## src/rtl/pwm_poll_sequencer_if.sv

```systemverilog
// Avalon-MM signal bundle shared by the decoder-side master port and the
// CPU-side slave port of pwm_poll_sequencer.
//   address     3   word address
//   read        1   read strobe
//   write       1   write strobe
//   writedata   32  write data
//   readdata    32  read data
//   waitrequest 1   stall from the slave
// The master modport is the bus owner's view and the slave modport is the target's view.
interface pwm_poll_sequencer_if;
  logic [2:0]  address;
  logic        read;
  logic        write;
  logic [31:0] writedata;
  logic [31:0] readdata;
  logic        waitrequest;

  modport master (output address, read, write, writedata,
                  input  readdata, waitrequest);
  modport slave  (input  address, read, write, writedata,
                  output readdata, waitrequest);
endinterface

```

## src/rtl/pwm_poll_sequencer.sv

```systemverilog
// pwm_poll_sequencer: sweeps the PWM decoder channel registers every POLL_DIV
// cycles, validates each channel tag, and keeps shadow copies plus
// per-channel staleness for the CPU.
//   clock_clk      in   single rising-edge clock
//   reset_reset_n  in   async active-low reset
//   avm_m0         master port to the decoder (read-only use)
//   avs_s0         CPU slave port: 0..5 SHADOW, 6 CONTROL, 7 STATUS
//   irq            out  registered level interrupt
//
// state  | meaning
// IDLE   | waiting for a poll tick
// ISSUE  | read of channel ch outstanding until waitrequest drops
// CHECK  | validate captured word, update shadow/stale, advance
module pwm_poll_sequencer #(
  parameter int NUM_CH       = 6,
  parameter int POLL_DIV     = 50000,
  parameter int STALE_SWEEPS = 8
) (
  input  logic                 clock_clk,
  input  logic                 reset_reset_n,
  pwm_poll_sequencer_if.master avm_m0,
  pwm_poll_sequencer_if.slave  avs_s0,
  output logic                 irq
);

  localparam int CW = $clog2(POLL_DIV);
  localparam logic [CW-1:0] TICK_LOAD = CW'(POLL_DIV - 1);

  typedef enum logic [1:0] {ST_IDLE, ST_ISSUE, ST_CHECK} state_t;

  state_t        state_q, state_d;
  logic [2:0]    ch_q, ch_d;
  logic [31:0]   rdata_q, rdata_d;
  logic [CW-1:0] cnt_q, cnt_d;
  logic [15:0]   val_q [6];
  logic [15:0]   val_d [6];
  logic          valid_q [6];
  logic          valid_d [6];
  logic [7:0]    scnt_q [6];
  logic [7:0]    scnt_d [6];
  logic          enable_q, enable_d;
  logic          irq_en_q, irq_en_d;
  logic          overrun_q, overrun_d;
  logic          tag_err_q, tag_err_d;
  logic          done_q, done_d;
  logic          irq_q, irq_d;
  logic          tick;
  logic          tag_ok;
  logic          good;
  logic [5:0]    stale;
  logic          unused_ok;

  always_ff @(posedge clock_clk or negedge reset_reset_n) begin
    if (!reset_reset_n) begin
      state_q   <= ST_IDLE;
      ch_q      <= '0;
      rdata_q   <= '0;
      cnt_q     <= TICK_LOAD;
      enable_q  <= 1'b0;
      irq_en_q  <= 1'b0;
      overrun_q <= 1'b0;
      tag_err_q <= 1'b0;
      done_q    <= 1'b0;
      irq_q     <= 1'b0;
      for (int i = 0; i < 6; i++) begin
        val_q[i]   <= '0;
        valid_q[i] <= 1'b0;
        scnt_q[i]  <= '0;
      end
    end else begin
      state_q   <= state_d;
      ch_q      <= ch_d;
      rdata_q   <= rdata_d;
      cnt_q     <= cnt_d;
      enable_q  <= enable_d;
      irq_en_q  <= irq_en_d;
      overrun_q <= overrun_d;
      tag_err_q <= tag_err_d;
      done_q    <= done_d;
      irq_q     <= irq_d;
      val_q     <= val_d;
      valid_q   <= valid_d;
      scnt_q    <= scnt_d;
    end
  end

  always_comb begin
    for (int i = 0; i < 6; i++) begin
      stale[i] = (i < NUM_CH) && (scnt_q[i] == 8'(STALE_SWEEPS));
    end
  end

  always_comb begin
    state_d   = state_q;
    ch_d      = ch_q;
    rdata_d   = rdata_q;
    val_d     = val_q;
    valid_d   = valid_q;
    scnt_d    = scnt_q;
    enable_d  = enable_q;
    irq_en_d  = irq_en_q;
    overrun_d = overrun_q;
    tag_err_d = tag_err_q;
    done_d    = done_q;
    tag_ok    = (rdata_q[31:16] == (16'(ch_q) + 16'd1));
    good      = tag_ok && (rdata_q[15:0] != 16'd0);

    // CPU side first so any hardware set below overrides a same-cycle W1C
    if (avs_s0.write) begin
      if (avs_s0.address == 3'd6) begin
        enable_d = avs_s0.writedata[0];
        irq_en_d = avs_s0.writedata[1];
      end else if (avs_s0.address == 3'd7) begin
        if (avs_s0.writedata[16]) overrun_d = 1'b0;
        if (avs_s0.writedata[9])  done_d    = 1'b0;
        if (avs_s0.writedata[8])  tag_err_d = 1'b0;
      end
    end

    // down-counter reloads on terminal count; held at load while disabled
    tick  = enable_q && (cnt_q == '0);
    cnt_d = (!enable_q || tick) ? TICK_LOAD : cnt_q - 1'b1;
    if (tick && state_q != ST_IDLE) overrun_d = 1'b1;

    case (state_q)
      ST_IDLE: begin
        if (tick) begin
          ch_d    = '0;
          state_d = ST_ISSUE;
        end
      end
      ST_ISSUE: begin
        if (!avm_m0.waitrequest) begin
          rdata_d = avm_m0.readdata;
          state_d = ST_CHECK;
        end
      end
      ST_CHECK: begin
        if (good) begin
          val_d[ch_q]   = rdata_q[15:0];
          valid_d[ch_q] = 1'b1;
          scnt_d[ch_q]  = '0;
        end else begin
          if (!tag_ok) tag_err_d = 1'b1;
          if (scnt_q[ch_q] < 8'(STALE_SWEEPS)) scnt_d[ch_q] = scnt_q[ch_q] + 8'd1;
        end
        if (int'(ch_q) == NUM_CH - 1) begin
          done_d  = 1'b1;
          state_d = ST_IDLE;
        end else if (!enable_q) begin
          state_d = ST_IDLE;
        end else begin
          ch_d    = ch_q + 3'd1;
          state_d = ST_ISSUE;
        end
      end
      default: state_d = ST_IDLE;
    endcase

    irq_d = irq_en_q && (done_q || tag_err_q || overrun_q || (|stale));
  end

  assign avm_m0.read      = (state_q == ST_ISSUE);
  assign avm_m0.address   = ch_q;
  assign avm_m0.write     = 1'b0;
  assign avm_m0.writedata = '0;

  always_comb begin
    avs_s0.readdata = '0;
    case (avs_s0.address)
      3'd6: avs_s0.readdata = {30'b0, irq_en_q, enable_q};
      3'd7: avs_s0.readdata = {15'b0, overrun_q, 6'b0, done_q, tag_err_q, 2'b0, stale};
      default: begin
        if (int'(avs_s0.address) < NUM_CH) begin
          avs_s0.readdata = {valid_q[avs_s0.address], stale[avs_s0.address], 14'b0,
                             val_q[avs_s0.address]};
        end
      end
    endcase
  end

  assign avs_s0.waitrequest = 1'b0;
  assign irq                = irq_q;

  // slave read strobe has no side effect; only a few writedata bits are decoded
  assign unused_ok = ^{avs_s0.read, avs_s0.writedata};

endmodule

```

## src/flat_wrapper.sv

```systemverilog
// flat-port wrapper written by rule: the top's interface ports become plain ports
module pwm_poll_sequencer_flat 
#(
  parameter int NUM_CH       = 6,
  parameter int POLL_DIV     = 50000,
  parameter int STALE_SWEEPS = 8
)
  (clock_clk, reset_reset_n, irq, avm_m0_address, avm_m0_read, avm_m0_write, avm_m0_writedata, avm_m0_readdata, avm_m0_waitrequest, avs_s0_address, avs_s0_read, avs_s0_write, avs_s0_writedata, avs_s0_readdata, avs_s0_waitrequest);
  pwm_poll_sequencer_if avm_m0_i ();
  pwm_poll_sequencer_if avs_s0_i ();
  input  logic clock_clk;
  input  logic reset_reset_n;
  output logic irq;
  output wire logic [$bits(avm_m0_i.address)-1:0] avm_m0_address;
  output wire logic [$bits(avm_m0_i.read)-1:0] avm_m0_read;
  output wire logic [$bits(avm_m0_i.write)-1:0] avm_m0_write;
  output wire logic [$bits(avm_m0_i.writedata)-1:0] avm_m0_writedata;
  input wire logic [$bits(avm_m0_i.readdata)-1:0] avm_m0_readdata;
  input wire logic [$bits(avm_m0_i.waitrequest)-1:0] avm_m0_waitrequest;
  input wire logic [$bits(avs_s0_i.address)-1:0] avs_s0_address;
  input wire logic [$bits(avs_s0_i.read)-1:0] avs_s0_read;
  input wire logic [$bits(avs_s0_i.write)-1:0] avs_s0_write;
  input wire logic [$bits(avs_s0_i.writedata)-1:0] avs_s0_writedata;
  output wire logic [$bits(avs_s0_i.readdata)-1:0] avs_s0_readdata;
  output wire logic [$bits(avs_s0_i.waitrequest)-1:0] avs_s0_waitrequest;
  assign avm_m0_address = avm_m0_i.address;
  assign avm_m0_read = avm_m0_i.read;
  assign avm_m0_write = avm_m0_i.write;
  assign avm_m0_writedata = avm_m0_i.writedata;
  assign avm_m0_i.readdata = avm_m0_readdata;
  assign avm_m0_i.waitrequest = avm_m0_waitrequest;
  assign avs_s0_i.address = avs_s0_address;
  assign avs_s0_i.read = avs_s0_read;
  assign avs_s0_i.write = avs_s0_write;
  assign avs_s0_i.writedata = avs_s0_writedata;
  assign avs_s0_readdata = avs_s0_i.readdata;
  assign avs_s0_waitrequest = avs_s0_i.waitrequest;
  pwm_poll_sequencer #(.NUM_CH(NUM_CH), .POLL_DIV(POLL_DIV), .STALE_SWEEPS(STALE_SWEEPS)) u_core (.clock_clk(clock_clk), .reset_reset_n(reset_reset_n), .avm_m0(avm_m0_i), .avs_s0(avs_s0_i), .irq(irq));
endmodule
```

## config.mk

```make
export PLATFORM = sky130hd
export DESIGN_NAME = pwm_poll_sequencer_flat
export DESIGN_NICKNAME = d
export VERILOG_FILES = /design/src/rtl/pwm_poll_sequencer_if.sv /design/src/rtl/pwm_poll_sequencer.sv /design/src/flat_wrapper.sv
export SDC_FILE = /design/constraint.sdc
export NUM_CORES = 1
export LEC_CHECK = 0
export CORE_AREA = 2 2 186 188
export DETAILED_ROUTE_END_ITERATION = 8
export DIE_AREA = 0 0 188 190
export GPL_ROUTABILITY_DRIVEN = 0
export PLACE_DENSITY = 0.46
export SETUP_SLACK_MARGIN = 0.3
export SLEW_MARGIN = 20
export SYNTH_ARGS = -nofsm -noshare
export SYNTH_HDL_FRONTEND = slang
export SYNTH_SLANG_ARGS = --single-unit
```

## constraint.sdc

```tcl
create_clock -name clock_clk -period 5.4 [get_ports clock_clk]
set_input_delay 0.81 -clock clock_clk [delete_from_list [all_inputs] [get_ports clock_clk]]
set_output_delay 0.81 -clock clock_clk [all_outputs]
set_load 0.02 [all_outputs]
```

=== Word level (Yosys, flattened, before mapping) ===
Cells that the tools add are included.

* Register bits: 209
* Bits in latches: 0
* RAM bits: 0
* Memory bits (read-only): 0
* Bits of input ports: 72
* Output and inout port bits: 71
* Logic and storage cells: 139
* Memories kept: 0

* Add/sub/neg operators: 4
* Multipliers: 0
* Div/mod/pow operators: 0
* Magnitude comparators: 6
* Equality and inequality tests: 17
* Shift operators: 0
* Multiplexer cells: 51
* Bitwise logic cells: 6
* Reductions and logical operators: 27

{| class="wikitable"
|+ Operators with widths
! operator !! number
|-
| bitwise mux 96 bit || 1
|-
| two-way mux 48 bit || 2
|-
| two-way mux 16 bit || 4
|-
| case mux 32 bit (2 select lines) || 1
|-
| AND 48 bit || 1
|-
| binary-select mux 16 bit (select 3 bit) || 1
|-
| bitwise mux 48 bit || 1
|-
| demux 16 bit (select 3 bit) || 1
|-
| equality test 8 x 4 -> 1 bit (second input constant) || 6
|-
| inverter 48 bit || 1
|-
| two-way mux 32 bit || 1
|-
| binary-select mux 8 bit (select 3 bit) || 1
|-
| demux 8 bit (select 3 bit) || 1
|-
| two-way mux 8 bit || 3
|-
| two-way mux 1 bit || 23
|-
| equality test 16 bit || 1
|-
| zero test 16 bit || 1
|-
| nonzero test 16 bit || 1
|-
| subtractor 16 x 1 -> 16 bit (second input constant) || 1
|-
| nonzero test 2 bit || 6
|-
| AND reduction 2 bit || 5
|-
| equality test 3 bit (second input constant) || 3
|-
| two-way mux 3 bit || 3
|-
| adder 8 x 1 -> 8 bit (second input constant) || 1
|-
| 25 further kinds || 41
|}

=== Depth between registers and ports, before layout ===
* Word-level depth: 8
* Depth in mapped cells: 13
* Gate-level depth less buffers: 8

=== Least setup slack after synthesis ===
No wires, ideal clock.

* Path type: input to output
* From: in avs_s0_address[0]
* To: out avs_s0_readdata[1]
* Arrival: 2481 ps
* Required time: 4590 ps
* Slack: 2109 ps
* Stages: 4
* Buffers on the path: 2
* Cells stage by stage: clkbuf_1 -> buf_1 -> mux4_2 -> mux2_2

* Cells in the longest elaborated chain, start to end: 6
* Elaborated cells between the ends (all ways): 9
* Those cells by class: order compare (1); eq/ne (2); mux (5); bitwise (1)

{| class="wikitable"
|+ RTL lines
! item !! RTL line !! RTL
|-
| start: declaration || flat_wrapper.sv:20 || <nowiki>input wire logic [$bits(avs_s0_i.address)-1:0] avs_s0_address;</nowiki>
|-
| inverter 3 -> 4 bit (implied by the code) || pwm_poll_sequencer.sv:176 || <nowiki>val_q[avs_s0.address]};</nowiki>
|-
| binary-select mux 16 bit (select 3 bit) || pwm_poll_sequencer.sv:176 ||
|-
| two-way mux 16 bit (implied by the code) (2 in a row) || pwm_poll_sequencer.sv:176 ||
|-
| two-way mux 32 bit || pwm_poll_sequencer.sv:174 || <nowiki>if (int'(avs_s0.address) < NUM_CH) begin</nowiki>
|-
| case mux 32 bit (2 select lines) * || pwm_poll_sequencer.sv:170 || <nowiki>case (avs_s0.address)</nowiki>
|-
| end: declaration || flat_wrapper.sv:24 || <nowiki>output wire logic [$bits(avs_s0_i.readdata)-1:0] avs_s0_readdata;</nowiki>
|}

Every way passes the cells marked *; elsewhere a longest branch is shown, timed or not. The select of a mux whose other input is x is not followed.

=== Final worst setup path ===
* From: reg u_core.scnt_q[36] (netlist name)
* To: out avs_s0_readdata[30]

* Cells in the longest elaborated chain, start to end: 5

{| class="wikitable"
|+ RTL lines
! item !! RTL line !! RTL
|-
| start: declaration || pwm_poll_sequencer.sv:39 || <nowiki>logic [7:0] scnt_q [6];</nowiki>
|-
| start signal: assignment || pwm_poll_sequencer.sv:83 || <nowiki>scnt_q <= scnt_d;</nowiki>
|-
| equality test 8 x 4 -> 1 bit || pwm_poll_sequencer.sv:89 || <nowiki>stale[i] = (i < NUM_CH) && (scnt_q[i] == 8'(STALE_SWEEPS));</nowiki>
|-
| binary-select mux 1 bit (select 3 bit) || pwm_poll_sequencer.sv:175 || <nowiki>avs_s0.readdata = {valid_q[avs_s0.address], stale[avs_s0.address], 14'b0,</nowiki>
|-
| two-way mux 1 bit (implied by the code) || pwm_poll_sequencer.sv:175 ||
|-
| two-way mux 32 bit || pwm_poll_sequencer.sv:174 ||
|-
| case mux 32 bit (2 select lines) || pwm_poll_sequencer.sv:170 ||
|}

Every way passes these cells. The select of a mux whose other input is x is not followed.

==> impl_results.md <==
* Status: complete, no violations
* Min-delay worst type: in -> async
* Global Route met2 Usage at 21.43%
* Vias in the first global route at 6,533
* Critical Path RT at around 4600 ps
* GRT busiest layer: met2
* CP max stage cell: clkdlybuf4s50_1
* Setup TNS Final at 0 ps
* Slew headroom at 35.47%
* Synth async-reset ratio at between 90% and 100%
* CP Max Fanout at 3
* #FFs+latches synth at 209
* Arrival @ worst endpoint at 3530 ps
* Met3 usage at between 2 and 2.5%
* Min Clock Period, post-route at between 4000 and 5000 ps
* Final instance area at 11,830 sq um
* First-pass DRT Iterations at 4
* Yosys warnings at 0
* Synth Cell Area at ~10000 sq um
* Slew Limit Fails at 0
* Met1 Use GR at between 15 and 20%
* Port buffer count at 67
* Synth top cells by count: 200 x dfrtp_1, 149 x mux2_2, 50 x buf_4
* Syn Area/Cell at around 13 sq um
* Ports at roughly 140
* Most numerous cell in the Yosys netlist: dfrtp_1
* Vias per cell at roughly 4.6
* Max Fclk at between 200 and 250 MHz
* Period utilization at 80.34%
* CP Capture Type: output pin
* Cell variety after synth at just over 60
* Worst Tran Pin Value at slightly below 1000 ps
* Synth area leader: dfrtp_1
* Startpoint types: flip-flop
* Worst VDD drop at 0.2150 mV
* Post-synth EDFFs at 0
* CP most frequent cell: o21ai_0
* Final Hold Violating Endpoints at 0
* Core Area at approximately 34,000 sq um
* Grt total ovfl at 0
* Via count at just over 6,000
* CTS Buffer Depth at 3
* DIE AREA at approximately 36,000 sq um
* Starting Density at 29.43%
* Initial antenna violation count at 0
* Core Util, Final at about a third
* Critical path type: reg -> out
* Detailed Place HPWL at between 15,000 and 20,000 um
* Post-synth top flop: dfrtp_1
* DRC Markers at 0
* Final Power at 3.533 mW
* Slowest stage delay, CP at roughly 700 ps
* RSZ-0062 raised after global routing: no
* CTS root buffer: clkbuf_16
* Register area share after synthesis at a little over half
* Crit-path cells: or4b_2 > nor3_1 > nand2b_1 > nand3_1 > o21ai_0 > o21ai_0 > clkdlybuf4s50_1
* GRT Total Usage at ~14%
* Largest net degree at the start of global routing at roughly 120
* Nets at 931
* Worst-skew pair later-pin latency at around 540 ps
* Initial detailed-routing violation count at 209
* Hold buffer count at CTS at 0
* Ranking of synthesized cells by area: dfrtp_1 50%, mux2_2 17%, mux4_2 4.3%, buf_4 3.8%, dfstp_2 2.4%
* Power per Cell Area at about 300 nW/um^2
* CTS Buf Count at 26
* Share of layout cells above drive strength 1 at between 20% and 30%
* Drt total wl at around 24,000 um
* Wire per inst at ~18 um
* Clock sinks at between 200 and 250
* Synth-to-layout area growth at 18.44%
* Die Y at between 150 and 200 um
* Max-cap violations at 0
* CTS resizes at 0
* Global-route wire length before repair at roughly 38,000 um
* TritonCTS clock tree: built
* Mapped Cells at about 790
* Detail Route Antenna Nets at 0
* Area after DPL at 10,980 sq um
* Number of antenna diodes at 0
* Final Setup Violations at 0
* Clock Skew at between 20 and 30 ps
* Static Leak at 5.442 nW
* Die W at 188 um
* # rows at 68
* Clock Pin Slew Worst Setup and Hold Paths at 60 ps
* Share of the synthesized area in the top cell type at between 50% and 60%
* H-Tree Depth at 1
* Post-CTS Setup Inserts at 0
## cell usage in the layout (no fill, tap or decap), drive strengths merged, types with 11 or more instances in the layout
cell type | Yosys | routed
a21oi | 17 | 17
and2 | 32 | 32
buf | 73 | 17
clkbuf | 14 | 38
clkdlybuf4s50 | 0 | 64
conb | 1 | 47
dfrtp | 200 | 200
inv | 18 | 19
mux2 | 155 | 155
mux2i | 20 | 20
mux4 | 19 | 19
nand2 | 31 | 31
nand3 | 11 | 11
nor2 | 27 | 27
nor4 | 15 | 15
o21ai | 23 | 23
## per-stage QoR
stage / hold WS (ps) / worst slack [ps] / cells
CTS: 466.1 / 1021 / 1329
floorplan: 433.7 / 2109 / 832
global route: 462.9 / 951.1 / 1329
detailed placement: 447.2 / 1361 / 1281
finish: 359.3 / 1062 / 1329
global placement: 450.9 / 1345 / 1281
## layer usage
| layer | vias up | routed length [um] |
|---|---|---|
| li1 | 2865 | - |
| met1 | 3128 | 11900 |
| met2 | 150 | 10480 |
| met3 | 32 | 1029 |
| met4 | 0 | 500 |
| met5 | - | 0 |
## layout make-up
class                   count  area, sq um
fillers                  3332        22120
flip-flops and latches    209         5241
multi-input cells         518         4317
repair buffers             81        783.3
clock buffers              38        755.7
well taps                 455        569.3
clock inverters            10        97.59
inverters                  18        67.56
## critical path, delay by kind of cell, from the launching register on
kind                   cells  cell delay, ps
AOI/OAI and AO/OA          2             580
DFF                        1             410
buffers and inverters      1             710
and+or+nand+nor            4            1280
## state kept, by name, summed over array words and instances, names as in the netlist, 2 cells and up
name	count
u_core.state_q	2
u_core.avm_m0.address	3
u_core.rdata_q	32
u_core.scnt_q	48
u_core.val_q	96
u_core.cnt_q	16
u_core.valid_q	6
## power breakdown
| group | internal (mW) | leakage [nW] | switching (mW) |
|---|---|---|---|
| logic | 0.0737 | 2.14 | 0.132 |
| clock network | 1.02 | 0.418 | 0.692 |
| registers | 1.59 | 2.88 | 0.0244 |
| total | 2.69 | 5.44 | 0.848 |
## final timing paths
check                                          from                   to  slack [ps]  cells past startpoint
max in group asynchronous             reset_reset_n      u_core.cnt_q[1]        3930                      2
hold / removal                        reset_reset_n    u_core.valid_q[2]         360                      1
setup reg to reg           u_core.avm_m0.address[2]    u_core.scnt_q[16]        2020                      6
min in group clock_clk              u_core.cnt_q[0]      u_core.cnt_q[0]         460                      1
setup / recovery                  u_core.scnt_q[36]  avs_s0_readdata[30]        1060                      7
hold reg to reg                     u_core.cnt_q[0]      u_core.cnt_q[0]         460                      1
## kinds of logic (layout without fill, tap and decap cells)
| logic type | Yosys count | count (layout) | share of synthesized area (%) |
|---|---|---|---|
| compound gates | 83 | 83 | 5.862 |
| xor+xnor | 16 | 16 | 1.403 |
| fa+ha+maj | 5 | 5 | 0.6263 |
| buf+inv | 105 | 147 | 6.125 |
| flops | 209 | 209 | 52.47 |
| mux | 194 | 194 | 23.87 |
| other cells | 1 | 47 | 0.03754 |
| simple gates | 173 | 173 | 9.607 |
(Power assumes the default switching activity.)
